### config.mk
export PLATFORM = sky130hd
export DESIGN_NAME = qpsk_llr_demapper_flat
export DESIGN_NICKNAME = d
export VERILOG_FILES = /design/src/rtl/qpsk_llr_demapper_pkg.sv /design/src/rtl/qpsk_llr_demapper_if.sv /design/src/rtl/qpsk_llr_demapper_sym_fifo.sv /design/src/rtl/qpsk_llr_demapper.sv /design/src/flat_wrapper.sv
export SDC_FILE = /design/constraint.sdc
export NUM_CORES = 1
export LEC_CHECK = 0
export ABC_AREA = 1
export BUFFER_PORTS_ARGS = -buffer_cell sky130_fd_sc_hd__buf_2
export CAP_MARGIN = 20
export CORE_MARGIN = 3
export CORE_UTILIZATION = 30
export CTS_BUF_LIST = sky130_fd_sc_hd__clkbuf_8
export CTS_CLUSTER_DIAMETER = 40
export DETAILED_ROUTE_END_ITERATION = 12
export GPL_ROUTABILITY_DRIVEN = 0
export PLACE_DENSITY = 0.51
export SLEW_MARGIN = 20
export SYNTH_ARGS = -nofsm -noshare
export SYNTH_HDL_FRONTEND = slang
export SYNTH_SLANG_ARGS = --single-unit
### constraint.sdc
create_clock -name clk -period 2.4 [get_ports clk]
set_input_delay 0.48 -clock clk [delete_from_list [all_inputs] [get_ports clk]]
set_output_delay 0.48 -clock clk [all_outputs]
set_load 0.02 [all_outputs]
### src/rtl/qpsk_llr_demapper_pkg.sv
// Shared types for the QPSK soft demapper: LLR word, I/Q LLR pair, serialiser states
// and a saturating statistics adder.
package qpsk_llr_demapper_pkg;

  localparam int cLLR_W   = 5;
  localparam int cLLR_MAX = 2**(cLLR_W-1) - 1;

  typedef logic signed [cLLR_W-1:0] llr_t;

  typedef struct packed {
    llr_t i;
    llr_t q;
  } llr_pair_t;

  typedef enum logic {S_I, S_Q} ser_state_t;

  // Counters stick at all-ones instead of wrapping.
  function automatic logic [15:0] stat_add(input logic [15:0] cnt, input logic [1:0] inc);
    logic [16:0] sum;
    sum = {1'b0, cnt} + {15'd0, inc};
    return sum[16] ? 16'hFFFF : sum[15:0];
  endfunction

endpackage

### src/rtl/qpsk_llr_demapper_if.sv
// Demapper data link: I/Q symbol input with valid/ready, and the serial LLR output.
// slave is the demapper; master is its environment (symbol source and LLR sink).
interface qpsk_llr_demapper_if #(
  parameter int pIQ_W  = 12,
  parameter int pLLR_W = 5
);
  logic signed [pIQ_W-1:0]  isample_i;
  logic signed [pIQ_W-1:0]  isample_q;
  logic                     isample_val;
  logic                     osample_rdy;
  logic [2:0]               ishift;
  logic                     irdy;
  logic                     oval;
  logic signed [pLLR_W-1:0] odat;

  modport master (
    output isample_i, isample_q, isample_val, ishift, irdy,
    input  osample_rdy, oval, odat
  );

  modport slave (
    input  isample_i, isample_q, isample_val, ishift, irdy,
    output osample_rdy, oval, odat
  );
endinterface

### src/rtl/qpsk_llr_demapper_sym_fifo.sv
// First-word-fall-through FIFO of I/Q LLR pairs with occupancy count and a peek at the
// entry behind the head, so the serialiser can move to the next symbol without a bubble.
module qpsk_llr_demapper_sym_fifo
  import qpsk_llr_demapper_pkg::*;
#(
  parameter int pDEPTH = 4
) (
  input  logic                      clk,
  input  logic                      rst,
  input  logic                      wr_en,
  input  llr_pair_t                 wr_data,
  input  logic                      rd_en,
  output llr_pair_t                 rd_data,
  output llr_pair_t                 rd_next,
  output logic [$clog2(pDEPTH):0]   count,
  output logic                      empty
);
  localparam int AW = $clog2(pDEPTH);

  llr_pair_t       mem [pDEPTH];
  logic [AW-1:0]   wr_ptr_reg;
  logic [AW-1:0]   rd_ptr_reg;
  logic [AW:0]     count_reg;

  always_ff @(posedge clk) begin
    if (wr_en) begin
      mem[wr_ptr_reg] <= wr_data;
    end
  end

  // Power-of-two depth: pointers wrap by plain binary overflow.
  always_ff @(posedge clk or negedge rst) begin
    if (!rst) begin
      wr_ptr_reg <= '0;
      rd_ptr_reg <= '0;
      count_reg  <= '0;
    end else begin
      if (wr_en) wr_ptr_reg <= wr_ptr_reg + AW'(1);
      if (rd_en) rd_ptr_reg <= rd_ptr_reg + AW'(1);
      case ({wr_en, rd_en})
        2'b10:   count_reg <= count_reg + (AW+1)'(1);
        2'b01:   count_reg <= count_reg - (AW+1)'(1);
        default: count_reg <= count_reg;
      endcase
    end
  end

  assign rd_data = mem[rd_ptr_reg];
  assign rd_next = mem[rd_ptr_reg + AW'(1)];
  assign count   = count_reg;
  assign empty   = (count_reg == '0);

endmodule

### src/rtl/qpsk_llr_demapper.sv
// Soft QPSK demapper: scales, rounds and clips each rail to a 5-bit LLR, buffers the
// pairs and serialises them I then Q, one LLR per cycle, into the FEC input handshake.
module qpsk_llr_demapper
  import qpsk_llr_demapper_pkg::*;
#(
  parameter int pIQ_W       = 12,
  parameter int pLLR_W      = cLLR_W,
  parameter int pFIFO_DEPTH = 4
) (
  input  logic                      clk,
  input  logic                      rst,
  qpsk_llr_demapper_if.slave        bus,
  input  logic                      iclr_stat,
  output logic [15:0]               ostat_sym,
  output logic [15:0]               ostat_sat
);
  localparam int CW = $clog2(pFIFO_DEPTH) + 1;
  localparam logic signed [pIQ_W:0] LIM_HI = (pIQ_W+1)'(cLLR_MAX);
  localparam logic signed [pIQ_W:0] LIM_LO = -LIM_HI;

  logic                     rdy_reg;
  logic                     accept;
  logic signed [pIQ_W-1:0]  rail_in [2];
  llr_t                     rail_llr [2];
  logic [1:0]               rail_clip;
  logic signed [pIQ_W:0]    bias;

  logic                     s1_valid_reg;
  llr_pair_t                s1_pair_reg;
  logic [15:0]              stat_sym_reg;
  logic [15:0]              stat_sat_reg;

  ser_state_t               state_reg;
  logic                     oval_reg;
  llr_t                     odat_reg;

  llr_pair_t                head;
  llr_pair_t                head_next;
  logic [CW-1:0]            fifo_count;
  logic                     fifo_empty;
  logic                     pop;
  logic                     next_avail;
  llr_pair_t                next_pair;
  logic [CW:0]              occ_next;

  assign accept     = bus.isample_val & rdy_reg;
  assign rail_in[0] = bus.isample_i;
  assign rail_in[1] = bus.isample_q;

  // Half an LSB of the shifted result, so the arithmetic shift rounds half up.
  assign bias = (bus.ishift == 3'd0) ? '0 : ((pIQ_W+1)'(1) <<< (bus.ishift - 3'd1));

  for (genvar gi = 0; gi < 2; gi++) begin : g_rail
    logic signed [pIQ_W:0] biased;
    logic signed [pIQ_W:0] scaled;

    assign biased        = {rail_in[gi][pIQ_W-1], rail_in[gi]} + bias;
    assign scaled        = biased >>> bus.ishift;
    assign rail_clip[gi] = (scaled > LIM_HI) || (scaled < LIM_LO);
    assign rail_llr[gi]  = (scaled > LIM_HI) ? llr_t'(cLLR_MAX)  :
                           (scaled < LIM_LO) ? llr_t'(-cLLR_MAX) :
                                               scaled[cLLR_W-1:0];
  end

  always_ff @(posedge clk or negedge rst) begin
    if (!rst) begin
      s1_valid_reg <= 1'b0;
      s1_pair_reg  <= '0;
    end else begin
      s1_valid_reg <= accept;
      if (accept) begin
        s1_pair_reg <= {rail_llr[0], rail_llr[1]};
      end
    end
  end

  // Clear beats a same-cycle increment; counters only update when something changes.
  always_ff @(posedge clk or negedge rst) begin
    if (!rst) begin
      stat_sym_reg <= '0;
      stat_sat_reg <= '0;
    end else if (iclr_stat) begin
      stat_sym_reg <= '0;
      stat_sat_reg <= '0;
    end else if (accept) begin
      stat_sym_reg <= stat_add(stat_sym_reg, 2'd1);
      if (rail_clip != 2'b00) begin
        stat_sat_reg <= stat_add(stat_sat_reg, {1'b0, rail_clip[0]} + {1'b0, rail_clip[1]});
      end
    end
  end

  qpsk_llr_demapper_sym_fifo #(
    .pDEPTH (pFIFO_DEPTH)
  ) u_fifo (
    .clk     (clk),
    .rst     (rst),
    .wr_en   (s1_valid_reg),
    .wr_data (s1_pair_reg),
    .rd_en   (pop),
    .rd_data (head),
    .rd_next (head_next),
    .count   (fifo_count),
    .empty   (fifo_empty)
  );

  assign pop = (state_reg == S_Q) && bus.irdy;

  // The symbol behind the head is either already stored or being written this cycle.
  assign next_avail = (fifo_count > CW'(1)) || s1_valid_reg;
  assign next_pair  = (fifo_count > CW'(1)) ? head_next : s1_pair_reg;

  always_ff @(posedge clk or negedge rst) begin
    if (!rst) begin
      state_reg <= S_I;
      oval_reg  <= 1'b0;
      odat_reg  <= '0;
    end else begin
      case (state_reg)
        S_I: begin
          if (!oval_reg) begin
            if (!fifo_empty) begin
              oval_reg <= 1'b1;
              odat_reg <= head.i;
            end
          end else if (bus.irdy) begin
            odat_reg  <= head.q;
            state_reg <= S_Q;
          end
        end
        S_Q: begin
          if (bus.irdy) begin
            state_reg <= S_I;
            oval_reg  <= next_avail;
            if (next_avail) begin
              odat_reg <= next_pair.i;
            end
          end
        end
        default: state_reg <= S_I;
      endcase
    end
  end

  // Ready is registered from next-cycle occupancy, counting the symbol still in stage 1.
  assign occ_next = (CW+1)'(fifo_count) + (CW+1)'(s1_valid_reg) + (CW+1)'(accept) - (CW+1)'(pop);

  always_ff @(posedge clk or negedge rst) begin
    if (!rst) begin
      rdy_reg <= 1'b0;
    end else begin
      rdy_reg <= occ_next < (CW+1)'(pFIFO_DEPTH);
    end
  end

  assign bus.osample_rdy = rdy_reg;
  assign bus.oval        = oval_reg;
  assign bus.odat        = pLLR_W'(odat_reg);
  assign ostat_sym       = stat_sym_reg;
  assign ostat_sat       = stat_sat_reg;

endmodule
### src/flat_wrapper.sv
// flat-port wrapper written by rule: the top's interface ports become plain ports
module qpsk_llr_demapper_flat import qpsk_llr_demapper_pkg::*;
#(
  parameter int pIQ_W       = 12,
  parameter int pLLR_W      = cLLR_W,
  parameter int pFIFO_DEPTH = 4
)
  (clk, rst, iclr_stat, ostat_sym, ostat_sat, bus_isample_i, bus_isample_q, bus_isample_val, bus_ishift, bus_irdy, bus_osample_rdy, bus_oval, bus_odat);
  qpsk_llr_demapper_if #(.pIQ_W(pIQ_W), .pLLR_W(pLLR_W)) bus_i ();
  input  logic clk;
  input  logic rst;
  input  logic iclr_stat;
  output logic [15:0] ostat_sym;
  output logic [15:0] ostat_sat;
  input wire logic [$bits(bus_i.isample_i)-1:0] bus_isample_i;
  input wire logic [$bits(bus_i.isample_q)-1:0] bus_isample_q;
  input wire logic [$bits(bus_i.isample_val)-1:0] bus_isample_val;
  input wire logic [$bits(bus_i.ishift)-1:0] bus_ishift;
  input wire logic [$bits(bus_i.irdy)-1:0] bus_irdy;
  output wire logic [$bits(bus_i.osample_rdy)-1:0] bus_osample_rdy;
  output wire logic [$bits(bus_i.oval)-1:0] bus_oval;
  output wire logic [$bits(bus_i.odat)-1:0] bus_odat;
  assign bus_i.isample_i = bus_isample_i;
  assign bus_i.isample_q = bus_isample_q;
  assign bus_i.isample_val = bus_isample_val;
  assign bus_i.ishift = bus_ishift;
  assign bus_i.irdy = bus_irdy;
  assign bus_osample_rdy = bus_i.osample_rdy;
  assign bus_oval = bus_i.oval;
  assign bus_odat = bus_i.odat;
  qpsk_llr_demapper #(.pIQ_W(pIQ_W), .pLLR_W(pLLR_W), .pFIFO_DEPTH(pFIFO_DEPTH)) u_core (.clk(clk), .rst(rst), .bus(bus_i), .iclr_stat(iclr_stat), .ostat_sym(ostat_sym), .ostat_sat(ostat_sat));
endmodule
==> results.md <==
- DP Wirelength: 15.6 mm
- Crit path DAT: 4.55 ns
- Yosys warnings: 0
- Fin. Hold Viols: 0
- CP Capture Type: register
- Final wirelength: 22.7 mm
- Crit path max-delay family: buffers and inverters
- Seq/Total Area, Yosys: 0.348
- Crit share post-route: 1.77
- Starting density of the core: 0.310
- P&R area growth vs syn: 45.5%
- Max FFs per register: 40
- Finished Core Util: 0.451
- Buffers plus inverters on the worst setup path: 24
- Die Wd: 165 um
- PnR worst setup slack: -1.85 ns
- Post-route DRC: 0
- Number of max-cap violations: 0
- Area leader, netlist: dfrtp_1
- Clk slew on worst S/H paths: 0.09 ns
- FP Rows: 57
- I/O pin total: 71
- Fraction of layout cells with a size suffix above 1: 0.401
- Max Slew Vio Count: 0
- #FFs+latches synth: 98
- Vias in the first global route: 7508
- WS Path Type: primary input to register
- Design Area, Final: 11100 um^2
- Drt pass-1 iters: 5
- DIE AREA: 27300 um^2
- Initial antenna violation count: 0
- Total track usage: 0.163
- Drt wl/cell: 13.7 um
- CP most frequent cell: buf_6
- Busiest layer in global routing: met2
- Via count: 7922
- PwrDens: 589 nW/um^2
- Number of flops mapped to enable cells by yosys: 40
- Via density: 4.78
- FFs w/ async S/R, synth: 0.592
- CTS Sinks: 98
- Post-DRT Antenna Nets: 0
- Core area: 24600 um^2
- Post-synth top area share: 0.191
- Setup violations, final: 24
- First-pass GRT wire length: 36.7 mm
- Largest stage delay, worst path: 0.26 ns
- Nets: 1390
- Port Buffer Count: 70
- Startpoint class of the critical path: primary input
- Largest net degree at the start of global routing: 39
- Total gr overflow: 0
- Mapped Avg Cell Area: 7.13 um^2
- N_diodes: 0
- HP Class: primary input to asynchronous set/reset pin
- Status: finished, violations left
- Area contributors post-synth: dfrtp_1 (19%), edfxtp_1 (16%), nand2_1 (14%)
- Clock Tree Root: clkbuf_8
- Clk_lat worst skew: 0.38 ns
- Global Route met3 Usage: 0.0150
- Worst EP required: 2.71 ns
- RSZ-0062 raised after global routing: yes
- Layout fillers: 2447
- Slowest cell on crit path: nor3_4
- Die height: 165 um
- Worst Skew: 0.0188 ns
- CP max FO: 5
- Failing checks: setup timing
- GRT met2 Usage: 0.273
- Largest reg by FF count: u_core.u_fifo.mem
- Minimum clock period: 4.25 ns
- Worst vdd ir: 0.000485 V
- Mapped Area: 7620 um^2
- Ys flop type: dfrtp_1
- Number of buffers created by CTS: 9
- FMAX: 235 MHz
- Iter 0 DRT Violations: 426
- Post-synthesis cell count: 1068
- GRT met1 Usage: 0.226
- Lkg Pwr: 0.00542 uW
- Worst-margin pin slew: 0.560 ns
- H-tree Lvls: 3
- Netlist cell types: 48
- Max_slew headroom: 0.625
- CTS tree: yes
- Dpl cell area: 9260 um^2
- Clk buf depth: 2
## layout by cell type (no fill, tap or decap), types with 4 or more instances in the layout
cell type  count
a21oi_1       27
xor2_1        13
inv_2         15
inv_1        110
o21ai_2        4
nand2_2       69
nor2_1        52
o221ai_1       6
mux2i_1        4
xnor2_1        5
nand2_1      228
nand4_1       26
nand3b_1       7
ha_1          19
nor2_4        10
o21ai_0       57
buf_4        152
nand3_1       93
nand3_2       76
edfxtp_1      40
buf_6         60
clkbuf_8       9
a22o_1         5
ha_4           9
nand2_4       11
dfrtp_1       58
o22ai_1       16
nor3_1         4
nor2_2        14
buf_2         67
o211ai_1       6
a21oi_4        4
o21ai_1        4
## layer usage
metal | share of wire | wire length (um) | vias up
met3 | 0.032 | 729 | 24
met5 | 0 | 0 | -
li1 | - | - | 4103
met2 | 0.47 | 10700 | 129
met4 | 0.015 | 332 | 0
met1 | 0.48 | 10900 | 3666
## cell families (layout without fill, tap and decap cells)
family | Yosys count | count (layout) | synth area share
xor+xnor | 21 | 21 | 0.0241
mux | 4 | 4 | 0.00526
simple gates | 604 | 604 | 0.370
other cells | 1 | 2 | 0.000492
compound gates | 148 | 148 | 0.116
buf+inv | 163 | 428 | 0.0867
flops | 98 | 98 | 0.348
fa+ha+maj | 29 | 29 | 0.0486
## where the power goes
group / switching, uW / leakage [uW] / internal, uW
clock network: 574 / 0.0000853 / 365
registers: 332 / 0.00112 / 2140
logic: 1770 / 0.00422 / 1350
total: 2670 / 0.00542 / 3860
## Yosys cell counts, types with 2 or more instances
| master | number |
|---|---|
| xnor2_1 | 7 |
| nor3_1 | 9 |
| nor2_1 | 70 |
| buf_6 | 4 |
| edfxtp_1 | 40 |
| clkbuf_1 | 17 |
| nand2_1 | 284 |
| o31ai_1 | 2 |
| or2_2 | 4 |
| a221oi_1 | 2 |
| o22ai_1 | 16 |
| buf_2 | 6 |
| nand3_2 | 15 |
| nand2_2 | 19 |
| inv_2 | 4 |
| nand3_1 | 156 |
| ha_1 | 28 |
| nand4_1 | 26 |
| inv_1 | 123 |
| nor2_4 | 4 |
| a21oi_1 | 33 |
| o221ai_1 | 6 |
| buf_4 | 3 |
| nand2_4 | 5 |
| a22oi_1 | 2 |
| o21a_1 | 3 |
| a22o_1 | 5 |
| xor2_1 | 14 |
| a2bb2oi_1 | 2 |
| nor2_2 | 2 |
| dfrtp_1 | 58 |
| buf_1 | 6 |
| mux2i_1 | 4 |
| o211ai_1 | 6 |
| nand3b_1 | 7 |
| o21ai_0 | 64 |
## stage by stage
| stage | cells | power (uW) | TNS, ns | hold slack (ns) | setup WS [ns] |
|---|---|---|---|---|---|
| 2_1_floorplan | 1069 | 4230 | -35.02 | 0.184 | -2.08 |
| 3_3_place_gp | 1546 | 5160 | -43.27 | 0.471 | -2.37 |
| 3_5_place_dp | 1546 | 5180 | -44.70 | 0.481 | -2.46 |
| 4_1_cts | 1651 | 6460 | -34.18 | 0.0848 | -1.75 |
| 5_1_grt | 1658 | 7050 | -43.25 | 0.105 | -2.14 |
| 6_report | 1658 | 6530 | -37.20 | 0.0790 | -1.85 |
## worst paths after layout
kind / depth (start not counted) / to / slack (ns) / from
min reg2reg: 1 / u_core.bus.odat[1]$_DFFE_PN0P_ / 0.50 / u_core.bus.odat[1]$_DFFE_PN0P_
max: 37 / u_core.s1_pair_reg[2]$_DFFE_PN0P_ / -1.85 / bus_ishift[2]
max reg2reg: 15 / u_core.ostat_sat[14]$_DFFE_PN0P_ / 0.13 / u_core.ostat_sat[0]$_DFFE_PN0P_
min in group clk: 3 / u_core.state_reg$_DFF_PN0_ / 0.38 / bus_irdy
max in group asynchronous: 2 / u_core.ostat_sym[3]$_DFFE_PN0P_ / 1.71 / rst
min: 1 / u_core.bus.oval$_DFFE_PN0N_ / 0.08 / rst
## what timing repair did
item | 4_1_cts | 5_1_grt
pin swaps | 80 | 36
gates cloned | 1 | 0
buffers inserted | 125 | 7
hold buffers | 0 | 0
gates resized for setup | 162 | 74
setup endpoints to repair | 24 | 27
## final cells by class
type	instances	area, um^2	share of cell area
Multi-Input combinational cell	808	5140	0.463
Sequential cell	98	2650	0.239
Timing Repair Buffer	284	2240	0.202
Inverter	127	485	0.0438
Tap cell	324	405	0.0366
Clock buffer	9	124	0.0112
Clock inverter	7	37.5	0.00339
Timing Repair inverter	1	5.00	0.000451
Note: power is estimated with default switching activity, not from simulation.
